### src/rtl/srwpl_seq_ctrl.sv
// Command sequencer in front of the SrWPL shift register: load a word, shift it
// a clamped number of steps, capture the register contents and return them.
module srwpl_seq_ctrl #(
  parameter int N  = 8,
  parameter int CW = $clog2(N) + 1
) (
  input  logic          clk,
  input  logic          rst_n,
  input  logic          cmd_valid,
  output logic          cmd_ready,
  input  logic [N-1:0]  cmd_data,
  input  logic          cmd_dir,
  input  logic [CW-1:0] cmd_count,
  input  logic          cmd_fill,
  output logic [1:0]    selection,
  output logic [N-1:0]  data_in,
  output logic          i_right,
  output logic          i_left,
  input  logic [N-1:0]  sr_data,
  output logic          res_valid,
  input  logic          res_ready,
  output logic [N-1:0]  res_data,
  output logic          busy
);

  typedef enum logic [2:0] {
    IDLE,
    LOAD,
    SHIFT,
    CAPTURE,
    RESULT
  } state_t;

  localparam logic [CW-1:0] N_STEPS = CW'(N);

  state_t        state, state_d;
  logic [CW-1:0] steps, steps_d;
  logic          dir, dir_d;
  logic          fill, fill_d;
  logic [1:0]    sel_d;
  logic [N-1:0]  data_in_d;
  logic          i_right_d, i_left_d;
  logic          res_valid_d;
  logic [N-1:0]  res_data_d;

  assign cmd_ready = (state == IDLE);
  assign busy      = (state != IDLE);

  // SrWPL pin values are computed one state ahead so they are registered
  // and already valid for the whole cycle of the state that uses them.
  always_comb begin
    state_d     = state;
    steps_d     = steps;
    dir_d       = dir;
    fill_d      = fill;
    sel_d       = selection;
    data_in_d   = data_in;
    i_right_d   = i_right;
    i_left_d    = i_left;
    res_valid_d = res_valid;
    res_data_d  = res_data;

    case (state)
      IDLE: begin
        if (cmd_valid) begin
          steps_d   = (cmd_count > N_STEPS) ? N_STEPS : cmd_count;
          dir_d     = cmd_dir;
          fill_d    = cmd_fill;
          sel_d     = 2'd1;
          data_in_d = cmd_data;
          state_d   = LOAD;
        end
      end
      LOAD: begin
        if (steps != '0) begin
          sel_d     = dir ? 2'd3 : 2'd2;
          i_right_d = ~dir & fill;
          i_left_d  = dir & fill;
          state_d   = SHIFT;
        end else begin
          sel_d   = 2'd0;
          state_d = CAPTURE;
        end
      end
      SHIFT: begin
        steps_d = steps - CW'(1);
        if (steps == CW'(1)) begin
          sel_d     = 2'd0;
          i_right_d = 1'b0;
          i_left_d  = 1'b0;
          state_d   = CAPTURE;
        end
      end
      CAPTURE: begin
        res_data_d  = sr_data;
        res_valid_d = 1'b1;
        state_d     = RESULT;
      end
      RESULT: begin
        if (res_ready) begin
          res_valid_d = 1'b0;
          state_d     = IDLE;
        end
      end
      default: begin
        state_d = IDLE;
      end
    endcase
  end

  always_ff @(posedge clk or negedge rst_n) begin
    if (!rst_n) begin
      state     <= IDLE;
      steps     <= '0;
      dir       <= 1'b0;
      fill      <= 1'b0;
      selection <= '0;
      data_in   <= '0;
      i_right   <= 1'b0;
      i_left    <= 1'b0;
      res_valid <= 1'b0;
      res_data  <= '0;
    end else begin
      state     <= state_d;
      steps     <= steps_d;
      dir       <= dir_d;
      fill      <= fill_d;
      selection <= sel_d;
      data_in   <= data_in_d;
      i_right   <= i_right_d;
      i_left    <= i_left_d;
      res_valid <= res_valid_d;
      res_data  <= res_data_d;
    end
  end

endmodule
### config.mk
export PLATFORM = sky130hd
export DESIGN_NAME = srwpl_seq_ctrl
export DESIGN_NICKNAME = d
export VERILOG_FILES = /design/src/rtl/srwpl_seq_ctrl.sv
export SDC_FILE = /design/constraint.sdc
export NUM_CORES = 1
export LEC_CHECK = 0
export BUFFER_PORTS_ARGS = -buffer_cell sky130_fd_sc_hd__buf_2
export CAP_MARGIN = 25
export CORE_MARGIN = 2
export CORE_UTILIZATION = 52
export DETAILED_ROUTE_END_ITERATION = 8
export PLACE_DENSITY = 0.83
export SYNTH_ARGS = -nofsm -noshare
export SYNTH_HDL_FRONTEND = slang
export SYNTH_SLANG_ARGS = --single-unit
### constraint.sdc
create_clock -name clk -period 3.35 [get_ports clk]
set_clock_uncertainty 0.1 [all_clocks]
set_input_delay 0.1675 -clock clk [delete_from_list [all_inputs] [get_ports clk]]
set_output_delay 0.1675 -clock clk [all_outputs]
set_load 0.01 [all_outputs]
==> qor.yml <==
logic_synthesis:
  synth_area_mm2: 0.00139
  seq_area_frac_synth_pct: 54.0
  ys_async_sr_fraction_pct: 100
  avgSynthCellArea_um2: 13.0
  synth_mux_area_share_pct: 15.9
  syn_inst: 107
  yosysMostFrequentCell: "dfrtp_1"
  synth_seq_cells: 30
  synth_cell_types: 35
  synth_compound_area_share_pct: 9.54
  synth_nets: 135
  synth-warning-count: 0
  synth_xor_area_share_pct: 0.630
  synth_top_family_by_area: "multiplexers"
  ys_top_cells_by_count: "dfrtp_1 (30), mux2_2 (17), inv_1 (7)"
  synth-edff-count: 0
  synthFlopType: "dfrtp_1"
  yosys.area.top_type: "dfrtp_1"
  yosys.area.top_type_share_pct: 54.0
  synth-simple-area-share_pct: 13.5
  synthAdderAreaFrac_pct: 1.80
  synth_area_leaders: "dfrtp_1 (54%), mux2_2 (14%), mux2i_1 (2.2%)"
sta:
  maxSlewHeadroom_pct: 31.6
  period_share_pct: 63.5
  rsz0062_at_grt: "false"
  hold_ws_ns: 0.107
  finalCriticalPeriod_ns: 2.13
  setup_viol: 0
  hold_viol: 0
  drv_slew: 0
  tightestPinTransition_ns: 1.02
  fmaxAchievable_mhz: 470
  fin_tns_setup_ns: 0
layout:
  diodes: 0
  layout.cells.non_filler: 210
  drive_gt1_share_pct: 42.2
  fin_nets: 208
  utilization_pct: 75.8
  syn2layout_area_growth_pct: 36.4
  n_fill_cell: 159
critical_path:
  cpPeakStageDelay_ns: 0.96
  crit_slowest_cell: "nor4b_4"
  critPathLaunchType: "flip-flop"
  cp_cell_sequence: "nor4b_4 > mux2_2"
  crit_required_ns: 3.45
  worstPathArrival_ns: 2.22
  critPathMaxFanout: 18
  critPathCaptureType: "flip-flop"
  crit_type: "flip-flop to flip-flop"
clock_tree:
  cts_buffers: 5
  clkTransAtPathRegs_ns: 0.09
  cts.path.max_buffers: 2
  htreeDepth: 2
  cts_sinks: 30
  clk_latency_ns: 0.32
  cts_root_buf: "clkbuf_4"
  cts_tree: "done"
floorplanning:
  chipHeight_um: 55.7
  dieArea_mm2: 0.00310
  core.rowCount: 18
  die_w_um: 55.7
  start_util_pct: 55.6
  core_mm2: 0.00250
  io_pins: 49
drt:
  drc: 0
  drtIter0Drc: 17
  wl_per_cell_um: 14.7
  ant_nets: 0
  wl_um: 3090
  vias_per_cell: 5.29
  dr.pass1.iters: 4
  vias: 1111
place:
  portBuffers: 48
  routabilityCongestion: 0.763
  dp_hpwl_um: 2000
  place_inst: 181
global_route:
  antenna_found_initial: 0
  grt_overflow: 0
  grtUsageTotal_pct: 22.1
  grt_max_degree: 31
  grt_pass1_vias: 1199
  grt_pass1_wl_um: 5350
hold_path:
  hp-class: "input pin to flip-flop"
power_and_ir_drop:
  power_mw: 1.67
  leakagePower_nw: 0.916
  ir_worst_vdd_mv: 0.667
  p_per_area_mw_per_mm2: 882
flow_run:
  cap_viol_max_count: 0
outcome:
  status: "finished, final reports clean"
## cell type report
type | instances | area (um^2) | share of cell area [%]
clock buffers | 7 | 45.0 | 2.38
repair buffers | 70 | 460 | 24.3
flip-flops and latches | 30 | 751 | 39.6
inverters | 7 | 26.3 | 1.39
multi-input cells | 66 | 576 | 30.4
well taps | 30 | 37.5 | 1.98
## final timing paths
check	slack (ns)	depth (start not counted)	to	from
setup / recovery	1.22	2	fill	state[1]
hold / removal	0.11	4	steps[0]	cmd_count[3]
setup reg to reg	1.22	2	fill	state[1]
hold reg to reg	0.38	1	i_right	dir
max in group asynchronous	2.42	2	res_data[5]	rst_n
min in group asynchronous	0.30	2	steps[3]	rst_n
## per-stage QoR
stage	worst slack (ns)	area, um^2
finish	1.22	1900
global route	1.07	1900
CTS	1.17	1900
detailed placement	1.19	1630
global placement	1.30	1630
floorplan	1.67	1390
## sequential cells by signal, indices dropped and copies added (netlist names)
name,flops
i_right,1
state,3
res_data,8
fill,1
dir,1
i_left,1
res_valid,1
selection,2
data_in,8
steps,4
## where the power goes
group	switching (mW)	internal [mW]
combinational	0.367	0.408
sequential	0.164	0.542
clock	0.111	0.0790
total	0.642	1.03
## repair_timing
action	in CTS	in global routing
endpoints found under the setup margin	0	0
resized for setup	0	0
hold buffers	22	0
setup buffers	0	0
hold endpoints to repair	51	0
## critical path: cells and delay by family (launching register included)
family	cells	cell delay (ns)
mux	1	0.42
flops	1	0.53
simple gates	1	0.96
## cell usage in the layout (no fill, tap or decap), drive strengths merged
master | Yosys | final
a211o | 2 | 2
a211oi | 2 | 2
a21oi | 2 | 2
a22o | 1 | 1
a2bb2o | 1 | 1
a311oi | 2 | 2
a32oi | 1 | 1
and2b | 2 | 2
and3 | 2 | 2
buf | 4 | 48
clkbuf | 0 | 7
dfrtp | 30 | 30
dlygate4sd3 | 0 | 22
ha | 2 | 2
inv | 7 | 7
mux2 | 17 | 17
mux2i | 3 | 3
nand2 | 6 | 6
nand4 | 1 | 1
nor2 | 3 | 3
nor2b | 3 | 3
nor3 | 2 | 2
nor3b | 3 | 3
nor4b | 1 | 1
nor4bb | 1 | 1
o21ai | 2 | 2
o2bb2ai | 1 | 1
o31ai | 2 | 2
or3 | 1 | 1
or3b | 1 | 1
or4 | 1 | 1
xnor2 | 1 | 1
## layer usage
metal	vias to the layer above	track usage [%]	routed length (um)
met1	535	25.2	1230
met4	0	9.06	39
li1	530	-	-
met3	5	5.58	192
met5	-	0	0
met2	41	39.1	1630
## logic make-up after synthesis
| group | after synthesis |
|---|---|
| flops | 30 |
| simple gates | 27 |
| mux | 20 |
| compound gates | 16 |
| buf+inv | 11 |
| fa+ha+maj | 2 |
| xor+xnor | 1 |
Note: power is estimated with default switching activity, not from simulation.
